[src/rtl/div_unit.sv]
// rtl/div_unit.sv - iterative radix-2 restoring divider for MIPS DIV/DIVU
//
// Purpose: WIDTH-cycle restoring division. The result is {remainder, quotient}
// for the HI/LO write path. EX holds start_i high until it consumes the result,
// and annul_i aborts an in-flight division.
// Optional feature macro: DIV_EARLY_OUT_EN. When defined, the divider completes
// in one edge if |dividend| < |divisor|.
// Ports:
//   clk          - clock, rising edge
//   rst          - asynchronous active-high reset
//   start_i      - division request, held until the result is consumed
//   annul_i      - flush: abort the current division and block new starts
//   signed_div_i - 1 = DIV (two's complement), 0 = DIVU
//   opdata1_i    - dividend
//   opdata2_i    - divisor
//   result_o     - {remainder, quotient}
//   ready_o      - result valid
module div_unit #(
  parameter int WIDTH = 32
) (
  input  logic               clk,
  input  logic               rst,
  input  logic               start_i,
  input  logic               annul_i,
  input  logic               signed_div_i,
  input  logic [WIDTH-1:0]   opdata1_i,
  input  logic [WIDTH-1:0]   opdata2_i,
  output logic [2*WIDTH-1:0] result_o,
  output logic               ready_o
);

  localparam int CW = $clog2(WIDTH) + 1;

  typedef enum logic [1:0] {FREE, BYZERO, ON, END} state_t;

  state_t            state;
  logic [CW-1:0]     cnt;
  logic [WIDTH-1:0]  dvd;    // dividend magnitude, shifted out MSB-first; quotient bits shift in at the LSB
  logic [WIDTH-1:0]  dsr;    // divisor magnitude
  logic [WIDTH-1:0]  rem;    // partial remainder
  logic              sign1;  // dividend was negative (signed mode only)
  logic              sign2;  // divisor was negative (signed mode only)

  logic              neg1, neg2;
  logic [WIDTH-1:0]  mag1, mag2;
  logic [WIDTH:0]    rem_sh;
  logic [WIDTH-1:0]  diff;
  logic              under;
  logic [WIDTH-1:0]  q_next, r_next, q_fix, r_fix;

  always_comb begin
    neg1 = signed_div_i & opdata1_i[WIDTH-1];
    neg2 = signed_div_i & opdata2_i[WIDTH-1];
    mag1 = neg1 ? (~opdata1_i + 1'b1) : opdata1_i;
    mag2 = neg2 ? (~opdata2_i + 1'b1) : opdata2_i;

    // One restoring step on the W+1-bit window {rem, next dividend bit}.
    rem_sh = {rem, dvd[WIDTH-1]};
    under  = rem_sh < {1'b0, dsr};
    // When the trial subtraction succeeds, the difference is below dsr and fits in WIDTH bits.
    diff   = rem_sh[WIDTH-1:0] - dsr;
    r_next = under ? rem_sh[WIDTH-1:0] : diff;
    q_next = {dvd[WIDTH-2:0], ~under};

    // Sign fix-up: the quotient is negative iff the signs differ, and the remainder follows the dividend.
    q_fix  = (sign1 ^ sign2) ? (~q_next + 1'b1) : q_next;
    r_fix  = sign1 ? (~r_next + 1'b1) : r_next;
  end

  always_ff @(posedge clk or posedge rst) begin
    if (rst) begin
      state    <= FREE;
      cnt      <= '0;
      dvd      <= '0;
      dsr      <= '0;
      rem      <= '0;
      sign1    <= 1'b0;
      sign2    <= 1'b0;
      result_o <= '0;
      ready_o  <= 1'b0;
    end else begin
      case (state)
        FREE: begin
          result_o <= '0;
          ready_o  <= 1'b0;
          if (start_i && !annul_i) begin
            dvd   <= mag1;
            dsr   <= mag2;
            rem   <= '0;
            sign1 <= neg1;
            sign2 <= neg2;
            cnt   <= '0;
            if (opdata2_i == '0) begin
              state <= BYZERO;
`ifdef DIV_EARLY_OUT_EN
            end else if (mag1 < mag2) begin
              // The quotient is zero and the remainder is the untouched dividend.
              state    <= END;
              result_o <= {opdata1_i, {WIDTH{1'b0}}};
              ready_o  <= 1'b1;
`endif
            end else begin
              state <= ON;
            end
          end
        end
        BYZERO: begin
          state    <= END;
          dvd      <= '0;
          result_o <= '0;
          ready_o  <= 1'b1;
        end
        ON: begin
          if (annul_i) begin
            state    <= FREE;
            result_o <= '0;
            ready_o  <= 1'b0;
          end else begin
            rem <= r_next;
            dvd <= q_next;
            cnt <= cnt + 1'b1;
            if (cnt == CW'(WIDTH - 1)) begin
              state    <= END;
              result_o <= {r_fix, q_fix};
              ready_o  <= 1'b1;
            end
          end
        end
        END: begin
          if (annul_i || !start_i) begin
            state    <= FREE;
            result_o <= '0;
            ready_o  <= 1'b0;
          end
        end
        default: begin
          state    <= FREE;
          result_o <= '0;
          ready_o  <= 1'b0;
        end
      endcase
    end
  end

endmodule

[config.mk]
export PLATFORM = sky130hd
export DESIGN_NAME = div_unit
export DESIGN_NICKNAME = d
export VERILOG_FILES = /design/src/rtl/div_unit.sv
export SDC_FILE = /design/constraint.sdc
export NUM_CORES = 1
export LEC_CHECK = 0
export BUFFER_PORTS_ARGS = -buffer_cell sky130_fd_sc_hd__buf_2
export CAP_MARGIN = 20
export CORE_ASPECT_RATIO = 0.5
export CORE_MARGIN = 8
export CORE_UTILIZATION = 45
export DETAILED_ROUTE_END_ITERATION = 10
export SLEW_MARGIN = 20
export SYNTH_ARGS = -nofsm -noshare
export SYNTH_HDL_FRONTEND = slang
export SYNTH_SLANG_ARGS = --single-unit
export TNS_END_PERCENT = 20
[constraint.sdc]
create_clock -name clk -period 8.1 [get_ports clk]
set_clock_uncertainty 0.05 [all_clocks]
set_input_delay 2.43 -clock clk [delete_from_list [all_inputs] [get_ports clk]]
set_output_delay 2.43 -clock clk [all_outputs]
set_load 0.02 [all_outputs]
## Word-level counts from Yosys, hierarchy flattened

Index checks and enable logic that the tools add are counted.

- Add/subtract/negate cells: 6
- Multipliers: 0
- Divide/modulo/power cells: 0
- $lt $le $gt $ge: 1
- Equal/unequal tests: 8
- Shift-type cells: 0
- Mux-type cells: 28
- Bitwise operators: 8
- Reduce and logical (&&, ||, !) cells: 14

Operators by type and width:

| cell | count |
|---|---|
| $mux W32 | 9 |
| $mux W64 | 3 |
| $pmux W64 S3 | 1 |
| $add A32 B1 Y32 const B | 4 |
| $not A32 Y32 | 4 |
| $pmux W32 S3 | 1 |
| $pmux W32 S2 | 1 |
| $lt A33 B32 Y1 | 1 |
| $logic_not A32 Y1 | 1 |
| $sub A32 B32 Y32 | 1 |
| $mux W6 | 2 |
| $pmux W6 S2 | 1 |
| $mux W2 | 5 |
| $reduce_and A3 Y1 | 3 |
| $pmux W2 S4 | 1 |
| $add A6 B1 Y6 const B | 1 |
| $eq A6 B5 Y1 const B | 1 |
| $ne A2 B2 Y1 const B | 3 |
| $eq A2 B2 Y1 const B | 2 |
| $pmux W1 S4 | 1 |
| $reduce_and A2 Y1 | 2 |
| $mux W1 | 3 |
| $ne A3 B3 Y1 const B | 1 |
| $reduce_bool A3 Y1 | 1 |
| other kinds (10) | 12 |

- Register bits after elaboration: 171
- Latch bits: 0
- RAM bits: 0
- Bits in read-only memories: 0
- Input port bits: 69
- Output and inout port bits: 65
- Word-level logic and storage cells: 74
- Memories kept: 0

## Logic depth before layout (Yosys ltp)

Gate-level depths: netlist (run 1).

- Depth in word-level cells: 8
- Mapped depth: 22
- Mapped depth without buffers: 18

## Worst setup path before layout (run 1)

OpenSTA, ideal clock, no wires.

- Path kind: input -> register
- Start point: in opdata1_i[10]
- End point: reg dvd[31]
- Library setup time: 0.077 ns
- Data arrival time: 4.828 ns
- Required time: 7.973 ns
- Slack: 3.145 ns
- Stages: 10
- Buffers on the path: 0
- Cell sequence: or4_1 -> nor4_1 -> and3_1 -> nand2b_1 -> or4_1 -> nor3b_1 -> nand2_1 -> o31ai_1 -> a32oi_1 -> a21oi_1

- Longest elaborated chain between the ends: 5

RTL lines:

| what | RTL line | text |
|---|---|---|
| start: declaration | 26 | `input logic [WIDTH-1:0] opdata1_i,` |
| $not A32 Y32 | 54 | `mag1 = neg1 ? (~opdata1_i + 1'b1) : opdata1_i;` |
| $add A32 B1 Y32 | 54 |  |
| $mux W32 | 54 |  |
| $mux W32 | 86 | `if (start_i && !annul_i) begin` |
| $pmux W32 S3 | 82 | `case (state)` |
| end signal: assignment | 87 | `dvd <= mag1;` |
| end signal: assignment | 120 | `dvd <= q_next;` |
| end: declaration | 38 | `logic [WIDTH-1:0] dvd;` |

No other way between the ends. The select of a mux whose other input is x is not followed.
A chain may end at the register's enable or synchronous reset.

## Worst setup path in the final report (run 1)

- Start point: reg rem[11]
- End point: reg result_o[56]

- Longest elaborated chain between the ends: 8
- Elaborated cells on any way between the ends: 9
- Those cells by class: add/sub (2); order compare (1); mux (5); bitwise (1)

RTL lines:

| what | RTL line | text |
|---|---|---|
| start: declaration | 40 | `logic [WIDTH-1:0] rem;` |
| start signal: assignment | 119 | `rem <= r_next;` |
| $sub A32 B32 Y32 or $lt A33 B32 Y1 (tied branches) | 61, 59 |  |
| $mux W32 (*) | 62 | `r_next = under ? rem_sh[WIDTH-1:0] : diff;` |
| $not A32 Y32 | 67 | `r_fix = sign1 ? (~r_next + 1'b1) : r_next;` |
| $add A32 B1 Y32 | 67 |  |
| $mux W32 (*) | 67 |  |
| $mux W64 (*) | 122 | `if (cnt == CW'(WIDTH - 1)) begin` |
| $mux W64 (*) | 114 | `if (annul_i) begin` |
| $pmux W64 S3 (*) | 82 |  |
| end signal: assignment | 124 | `result_o <= {r_fix, q_fix};` |
| end: declaration | 28 | `output logic [2*WIDTH-1:0] result_o,` |

Mark *: on every way between the ends. The rest lies on a longest branch, timed or not. The select of a mux whose other input is x is not followed.

==> reports/results.tsv, run 1 <==
metric	value	unit
initial core utilization	46.0	%
postcts setup bufs	0	
CTS Buffer Depth	2	
synth warn	0	
crit share post-route	62.4	%
RSZ-0062 raised after global routing	false	
largest net degree at the start of global routing	102	
proportion of synthesized area in mux cells	2.03	%
final WL	34.7	mm
Synth top area share	35.1	%
Routed WL per cell	17.5	um
total chip power	6990	uW
Worst Hold Path EP	result_o[34]	
Vias/cell	5.71	
Buf/Inv on CP	0	
reg2reg start	rem[11]	
Fmax	198	MHz
GR Util met3	3.83	%
WHS Path Cells	2	
Worst Path Class, Setup	reg2reg	
number of diodes	0	
Hold WC Path Type	reg2reg	
Reg power frac	22.3	%
initial antenna violation count	1	
Crit. End Element	flop	
worst-path maximum fanout	8	
Rel. slew slack	26.7	%
row count	42	
final net count	1729	
largest family of logic cells by synthesized area	compound AO/OA/AOI/OAI gates	
grt ovf	0	
worst skew pair latency	0.45	ns
GR Util met1	27.4	%
r2r worst-path depth	14	
TNS Setup	0	ns
Post-Syn Area	12200	sq um
I/O pin cnt	134	
CP arrival	5.33	ns
global placement routability congestion	0.864	
Vias	11300	
area of the die	33000	sq um
FF-to-FF End	result_o[56]	
CORE AREA	26500	sq um
first-pass GRT wire length	57.9	mm
Syn Nets	1653	
Top cell by count, worst path	o21ai_0	
Pins Over Slew Limit	0	
CTS Root Cell	clkbuf_16	
Psw	3650	uW
CTS sink cnt	171	
Synth cell types	80	
Worst Max-Slew Pin Slew	1.09	ns
clock share of power	11.9	%
CTS H-tree lvls	4	
Post-synth ARST share	100	%
simple-gate area share of the yosys netlist	20.0	%
area leader, netlist	dfrtp_1	
Final Util	51.5	%
HPWL after detailed placement	26.2	mm
synthesis-to-finish area growth	12.0	%
total track usage	21.0	%
CTS tree	built	
Fin. Hold Viols	0	
Critical Path Stages	14	
syn_area_per_cell	7.92	sq um
xor/xnor share of the synthesized area	9.90	%
HP Start	result_o[34]	
#FFs+latches synth	171	
chip height	132	um
DR DRC count	0	
Initial DRC Count	884	
Gate power share	65.9	%
outcome	finished, final reports clean	
GRT busiest layer	met2	
Top delay family on crit path	compound AO/OA/AOI/OAI gates	
CTS clk-pin slew, worst paths	0.07	ns
Compound-Gate Fraction of Synth Area	23.5	%
VDD IR max	0.000181	V
Post-CTS Hold Fix Bufs	0	
Placement Cell Area	13100	sq um
antenna viol nets, final	0	
Sw Ratio	52.2	%
final instance area	13700	sq um
max incr delay on CP	0.55	ns
Mapped Cells	1541	
number of synthesized flops with an enable pin	0	
Max-Cap Viols	0	
M2 GR Usage	35.7	%
min cycle time layout	5.05	ns
LEAKAGE	0.00609	uW
number of global-route vias before repair	11200	
endpoints failing setup	0	
post-synthesis adder-cell area fraction	4.47	%
die width	249	um
PD cells	511	nW/um^2
# resized after CTS	0	
top cells by area, synth	dfrtp_1 (35%), nand2_1 (7.5%), o21ai_0 (6.6%)	
CP required	8.38	ns
Internal	3340	uW
TritonCTS Buffers	17	
ratio of cells with drive above 1 in the final layout	12.6	%
post-synthesis sequential area ratio	35.1	%
Port Buffers	133	
Setup crit start kind	flop	
slowest stage cell, crit path	o21ai_0	
CP Cell Sequence	ha_1 -> a21oi_1 -> o21ai_0 -> a221o_1 -> o2111ai_4 -> nand2_2 -> o21ai_0 -> ha_1 -> nand3_1 -> o21ai_0 -> or3b_1 -> o31ai_2 -> xnor2_1 -> o21ai_1	
r2r setup slk	3.05	ns
Main synth FF type	dfrtp_1	
DRT Pass-1 Iters	6	
-- tightest hold or removal path: cells and delay by family (launching register included) --
family | cells | cell delay (ns)
AOI/OAI and AO/OA | 1 | 0.06
DFF | 1 | 0.34
and+or+nand+nor | 1 | 0.04
-- flip-flops by register name, indices dropped and copies added, names as in the netlist --
signal and cells:
cnt 6, dsr 32, dvd 32, ready_o 1, rem 32, result_o 64, sign1 1, sign2 1
state 2
-- worst max path at each step --
stage                        end  slack, ns     startpoint
CTS                 result_o[56]       3.13         rem[7]
detailed placement       dsr[29]       2.64   opdata2_i[9]
finish              result_o[56]       3.05        rem[11]
global route            state[1]       2.67   opdata2_i[9]
floorplan                 cnt[0]       0.99            rst
global placement         dvd[31]       2.74  opdata1_i[10]
-- per-stage QoR --
stage / instances / hold WS, ns / worst slack [ns]
floorplan: 1541 / 0.400 / 0.988
global placement: 1950 / 0.413 / 2.74
detailed placement: 1950 / 0.415 / 2.64
CTS: 1982 / 0.431 / 3.13
global route: 1982 / 0.450 / 2.67
finish: 1982 / 0.426 / 3.05
-- Yosys cell counts, drive strengths merged, types with 3 or more instances --
master and count:
o211ai 5, nor2 128, nor3b 5, a22oi 27, a211oi 8, nor3 36
nand2b 15, o21a 4, clkbuf 65, mux2 3, o21bai 5, o21ai 179
ha 42, o31ai 24, a21o 7, o31a 8, a21oi 125, xnor2 82
and2 4, o41ai 8, or2 5, nor2b 5, or4 7, o211a 3
xor2 56, nor4 22, mux2i 21, a31oi 14, inv 68, o22ai 27
nand2 244, nor4b 3, dfrtp 171, nand3 25, or3 15, and3 5
buf 23, nand4 13, o2111ai 5
-- power groups by stage --
stage	clock [uW]	combinational, uW	sequential, uW
6_report	831	4600	1560
2_1_floorplan	0	3360	1630
3_3_place_gp	0	4520	1560
3_5_place_dp	0	4580	1570
5_1_grt	884	5130	1610
4_1_cts	855	4600	1560
-- cell type report --
type	instances	area [sq um]
flip-flops and latches	171	4280
clock inverters	10	108
fillers	2597	12900
multi-input cells	1214	7350
repair buffers	145	756
inverters	68	260
well taps	352	440
clock buffers	22	474
-- cell families (layout without fill, tap and decap cells) --
kind of cell	Yosys count	after routing
AO/OA/AOI/OAI	470	470
XOR/XNOR	138	138
adder cells (fa/ha/maj)	43	43
buffers and inverters	156	245
flip-flops	171	171
multiplexers	24	24
AND/OR/NAND/NOR	539	539
-- layout by cell type, fill, tap and decap left out, types with 36 or more instances in the layout --
cell type    n
nand2_1    243
dfrtp_1    171
o21ai_0    159
buf_2      133
nor2_1     128
a21oi_1    121
xnor2_1     82
inv_1       66
xor2_1      55
ha_1        42
nor3_1      36
-- metal layers --
| layer | vias up | wire length [um] |
|---|---|---|
| li1 | 5591 | - |
| met1 | 5439 | 16100 |
| met2 | 258 | 16600 |
| met3 | 38 | 1470 |
| met4 | 0 | 533 |
| met5 | - | 0 |
No activity file was read; power rests on OpenSTA's default activity.
==> inputs of run 2 (changes only) <==
clock period = 4.85 ns   (was 8.1 ns; I/O delays follow)
==> run 2 against run 1 <==
Die area is the same. Total power grew 72%. Clock-buffer cell count shrank 3. Cell count is 1.1% higher. Register-to-register slack worse by 2.7 ns. Critical path depth grew 3. First-iteration DRC count fell by 15%. Sequential power increased by 66%. Combinational power is 73% higher. Critical path type unchanged. Via count grew 1.6%. Design area up 1.5%.
==> reports/results.tsv, run 2 (synthesized netlist as in run 1, its figures left out) <==
metric	value	unit	change
CTS sink cnt	171		unchanged
VDD IR max	0.000415	V	+130%
chip height	132	um	unchanged
outcome	finished, final reports clean		
Fin. Hold Viols	0		unchanged
Routed WL per cell	18.0	um	+2.9%
largest net degree at the start of global routing	71		-30%
Worst Max-Slew Pin Slew	0.995	ns	-0.0995 ns
initial core utilization	46.0	%	unchanged
CP required	5.13	ns	-3.25 ns
CTS Root Cell	clkbuf_16		
DR DRC count	0		unchanged
CTS Buffer Depth	2		unchanged
Worst Path Class, Setup	reg2reg		
GRT busiest layer	met2		
CTS tree	built		
global placement routability congestion	0.925		+7.1%
CORE AREA	26500	sq um	unchanged
slowest stage cell, crit path	ha_1		
I/O pin cnt	134		unchanged
Crit. End Element	flop		
Setup crit start kind	flop		
row count	42		unchanged
initial antenna violation count	2		+1
CTS clk-pin slew, worst paths	0.07	ns	about the same
final WL	36.1	mm	+4.0%
die width	249	um	unchanged
CP Cell Sequence	ha_1 -> nand2_1 -> a211oi_4 -> o211a_1 -> o2111ai_4 -> nand2_2 -> mux2i_1 -> ha_1 -> nand2_1 -> nor2_1 -> nand3_1 -> o21ai_0 -> buf_4 -> or3b_1 -> o31ai_2 -> xnor2_1 -> o21ai_1		
area of the die	33000	sq um	unchanged
Initial DRC Count	747		-15%
ratio of cells with drive above 1 in the final layout	13.8	%	+1.2 points
final net count	1750		+1.2%
crit share post-route	92.5	%	+30 points
worst skew pair latency	0.46	ns	about the same
most flop-heavy register	result_o		
Max-Cap Viols	0		unchanged
DRT Pass-1 Iters	5		-1
endpoints failing setup	0		unchanged
worst-path maximum fanout	9		+1
highest-count cells in the layout ignoring fill and taps	nand2_1 (243), dfrtp_1 (171), o21ai_0 (159)		
postcts setup bufs	0		unchanged
min cycle time layout	4.48	ns	-0.566 ns
first-pass GRT wire length	58.9	mm	+1.7%
final instance area	13900	sq um	+1.5%
CP arrival	4.77	ns	-0.56 ns
# resized after CTS	0		unchanged
Hold WC Path Type	reg2reg		
GR Util met1	28.5	%	+1.1 points
Pins Over Slew Limit	0		unchanged
TritonCTS Buffers	17		unchanged
CTS H-tree lvls	4		unchanged
max reg flops	64		unchanged
antenna viol nets, final	0		unchanged
number of global-route vias before repair	11300		+0.89%
RSZ-0062 raised after global routing	false		
total track usage	21.6	%	+0.56 points
Port Buffers	133		unchanged
max incr delay on CP	0.53	ns	-0.02 ns
Placement Cell Area	13300	sq um	+1.4%
TNS Setup	0	ns	unchanged
GR Util met3	3.85	%	+0.020 points
HPWL after detailed placement	27.6	mm	+5.1%
M2 GR Usage	35.7	%	about the same
LEAKAGE	0.00622	uW	+2.1%
Vias	11500		+1.6%
PD cells	867	nW/um^2	+69%
Vias/cell	5.75		+0.58%
grt ovf	0		unchanged
synthesis-to-finish area growth	13.7	%	
Post-CTS Hold Fix Bufs	0		unchanged
Fmax	223	MHz	+13%
Rel. slew slack	33.6	%	+6.9 points
most common cell after layout, fill and taps aside	nand2_1		
[run 2: changes by cell type in the layout (fill, tap and decap cells not counted)]
| cell | change |
|---|---|
| clkbuf_8 | -1 |
| clkinvlp_4 | +1 |
| xor2_2 | -1 |
| nor2_2 | +1 |
| buf_4 | +19 |
| clkbuf_1 | -2 |
| bufinv_16 | +2 |
| diode_2 | +1 |
| nor2_1 | -1 |
| buf_12 | +2 |
| clkinv_2 | +2 |
| xor2_1 | +1 |
| clkinv_4 | -3 |
[run 2: per-stage QoR]
| stage | utilization (%) | hold slack, ns | cells | worst slack, ns | power [uW] |
|---|---|---|---|---|---|
| finish | 52.3 | 0.423 | 2003 | 0.365 | 12000 |
| global route | 52.3 | 0.450 | 2003 | 0.0593 | 13100 |
| CTS | 52.3 | 0.433 | 2002 | 0.400 | 12100 |
| detailed placement | 50.0 | 0.417 | 1971 | 0.427 | 10600 |
| global placement | 50.0 | 0.411 | 1971 | 0.465 | 10400 |
| floorplan | - | 0.400 | 1541 | 0.232 | 8350 |
[run 2: report_power, final]
part	total (uW)	switching (uW)	internal, uW
clock network	1470	627	842
logic	7970	5030	2940
registers	2590	548	2040
total	12000	6210	5830
[run 2: layout make-up]
class                      count  area [sq um]
timing repair buffer         166           938
tap                          352           440
clock inverter                12           160
inverter                      68           259
antenna                        1          2.50
clock buffer                  19           453
multi-input combinational   1214          7350
fill                        2612         12700
sequential                   171          4280
[run 2: final timing paths]
path                                  start  slack, ns  depth (start not counted)           end
max in group asynchronous               rst       2.73                          3       rem[17]
worst min-delay path            result_o[7]       0.42                          2   result_o[7]
min in group asynchronous               rst       1.15                          2       dvd[11]
worst max register to register       rem[3]       0.37                         17  result_o[58]
worst max-delay path                 rem[3]       0.37                         17  result_o[58]
worst min register to register  result_o[7]       0.42                          2   result_o[7]
[run 2: routing by layer]
metal | share of wire [%] | routed length [um]
met5 | 0 | 0
met1 | 46 | 16700
met2 | 47 | 17100
met3 | 4.7 | 1680
met4 | 1.9 | 691
[run 2: worst max-delay path, delay by kind of cell, from the launching register on]
family / cells / cell delay, ns
buffers and inverters: 1 / 0.17
flip-flops: 1 / 0.45
adder cells (fa/ha/maj): 2 / 0.86
AND/OR/NAND/NOR: 6 / 1.21
AO/OA/AOI/OAI: 6 / 1.15
multiplexers: 1 / 0.32
XOR/XNOR: 1 / 0.15
==> inputs of run 3 (changes only) <==
CORE_ASPECT_RATIO = 1.75   (was 0.5)
==> run 3 against run 2 <==
Core utilization fell by 1.0 points. Total power up 3.2%. Clock power decreased by 5%. Non-clock buffer count increased by 3. Clock-buffer cell count unchanged. Sequential power rose by 3%. Routed wire length rose by 12%. Global-route usage increased by 3.4 points. First-iteration DRC count is 20% lower. Largest power group unchanged. Worst setup slack better by 0.041 ns. Highest routed layer unchanged. Combinational power rose by 5.0%.
==> reports/results.tsv, run 3 (synthesized netlist as in run 1, its figures left out) <==
metric	value	unit	change
initial antenna violation count	1		-1
final net count	1753		+0.17%
PD cells	896	nW/um^2	+3.3%
Setup crit start kind	flop		
TNS Setup	0	ns	unchanged
Fin. Hold Viols	0		unchanged
Worst Max-Slew Pin Slew	1.12	ns	+0.127 ns
number of global-route vias before repair	11800		+4.4%
Fmax	225	MHz	+0.92%
synthesis-to-finish area growth	13.5	%	
most common cell after layout, fill and taps aside	nand2_1		
Top delay family on crit path	compound AO/OA/AOI/OAI gates		
endpoints failing setup	0		unchanged
Vias	11600		+0.61%
Routed WL per cell	20.4	um	+13%
worst-path maximum fanout	5		-4
I/O pin cnt	134		unchanged
highest-count cells in the layout ignoring fill and taps	nand2_1 (243), dfrtp_1 (171), o21ai_0 (159)		
Port Buffers	133		unchanged
LEAKAGE	0.00622	uW	about the same
CTS H-tree lvls	4		unchanged
CTS clk-pin slew, worst paths	0.07	ns	about the same
final instance area	13900	sq um	-0.16%
TritonCTS Buffers	17		unchanged
CP Cell Sequence	inv_1 -> ha_1 -> inv_1 -> fa_1 -> a21oi_1 -> nor2_1 -> o31ai_1 -> a21oi_1 -> nor4_1 -> o22ai_1 -> o31a_1 -> or3b_1 -> o31ai_2 -> xnor2_1 -> o21ai_1		
r2r setup slk	0.41	ns	+0.04 ns
Placement Cell Area	13300	sq um	about the same
ratio of cells with drive above 1 in the final layout	14.0	%	+0.21 points
outcome	finished, final reports clean		
CTS Buffer Depth	2		unchanged
largest net degree at the start of global routing	92		+30%
DR DRC count	0		unchanged
die width	141	um	-44%
RSZ-0062 raised after global routing	false		
Crit. End Element	flop		
postcts setup bufs	0		unchanged
final WL	40.3	mm	+12%
Pins Over Slew Limit	0		unchanged
Max-Cap Viols	0		unchanged
worst skew pair latency	0.46	ns	about the same
CTS tree	built		
slowest stage cell, crit path	nor4_1		
min cycle time layout	4.44	ns	-0.0410 ns
Initial DRC Count	595		-20%
DRT Pass-1 Iters	6		+1
Vias/cell	5.84		+1.7%
Buf/Inv on CP	2		+1
Cells after DPL	1950		-1.1%
Layout Cells excl Fill	1982		-1.0%
first-pass GRT wire length	62.9	mm	+6.8%
CP arrival	4.74	ns	-0.03 ns
CORE AREA	27000	sq um	+1.8%
CTS sink cnt	171		unchanged
VDD IR max	0.000360	V	-13%
max reg flops	64		unchanged
chip height	234	um	+77%
reg2reg start	dvd[31]		
number of diodes	0		-1
HPWL after detailed placement	31.6	mm	+14%
antenna viol nets, final	0		unchanged
Post-CTS Hold Fix Bufs	0		unchanged
grt ovf	0		unchanged
row count	80		+90%
crit share post-route	91.6	%	-0.85 points
CTS Root Cell	clkbuf_16		
max incr delay on CP	0.62	ns	+0.09 ns
global placement routability congestion	0.952		+2.9%
Rel. slew slack	24.9	%	-8.7 points
HP Start	result_o[27]		
filler cell count	2716		+4.0%
total track usage	24.9	%	+3.4 points
CP Launch Point	dvd[31]		
Worst Path Class, Setup	reg2reg		
# resized after CTS	0		unchanged
Hold WC Path Type	reg2reg		
area of the die	32900	sq um	-0.34%
CP required	5.15	ns	+0.02 ns
initial core utilization	45.2	%	-0.83 points
most flop-heavy register	result_o		
## run 3: report_power, final
| part | switching [uW] | internal (uW) |
|---|---|---|
| clock | 638 | 747 |
| combinational | 5370 | 3000 |
| sequential | 618 | 2040 |
| total | 6630 | 5790 |
## run 3: worst reg2reg max path, stage by stage, from the launching register on
cell and delay, ns:
dfrtp_1 0.44, inv_1 0.09, ha_1 0.16, inv_1 0.06, fa_1 0.47, a21oi_1 0.21, nor2_1 0.09, o31ai_1 0.43
a21oi_1 0.18, nor4_1 0.62, o22ai_1 0.22, o31a_1 0.35, or3b_1 0.45, o31ai_2 0.28, xnor2_1 0.16, o21ai_1 0.07
## run 3: layout make-up
class / count / area, sq um / share of cell area (%)
inverter: 68 / 259 / 1.87
timing repair buffer: 169 / 973 / 7.02
multi-input combinational: 1214 / 7350 / 53.0
clock buffer: 19 / 453 / 3.27
tap: 328 / 410 / 2.96
sequential: 171 / 4280 / 30.9
clock inverter: 13 / 135 / 0.975
## run 3: worst paths after layout
kind | end | cells past startpoint
worst min-delay path | result_o[27] | 2
worst min register to register | result_o[27] | 2
worst max-delay path | result_o[56] | 15
min in group asynchronous | result_o[13] | 2
max in group asynchronous | dsr[26] | 3
worst max register to register | result_o[56] | 15
## run 3: routing by layer
metal  wire (um)  vias up  global-route usage [%]
li1            -     5638                       -
met1       13400     5531                    22.6
met2       22600      285                    48.5
met3        1170      128                    3.57
met4        3160        0                    19.8
met5           0        -                       0
## run 3: metrics by stage
| stage | util [%] | hold slack, ns | total power, uW | setup slack, ns |
|---|---|---|---|---|
| after floorplan | - | 0.400 | 8350 | 0.232 |
| after global placement | 49.1 | 0.412 | 11000 | 0.418 |
| after detailed placement | 49.1 | 0.416 | 11000 | 0.342 |
| after CTS | 51.3 | 0.431 | 12500 | 0.419 |
| after global routing | 51.3 | 0.444 | 13400 | 0.177 |
| final | 51.3 | 0.423 | 12400 | 0.406 |
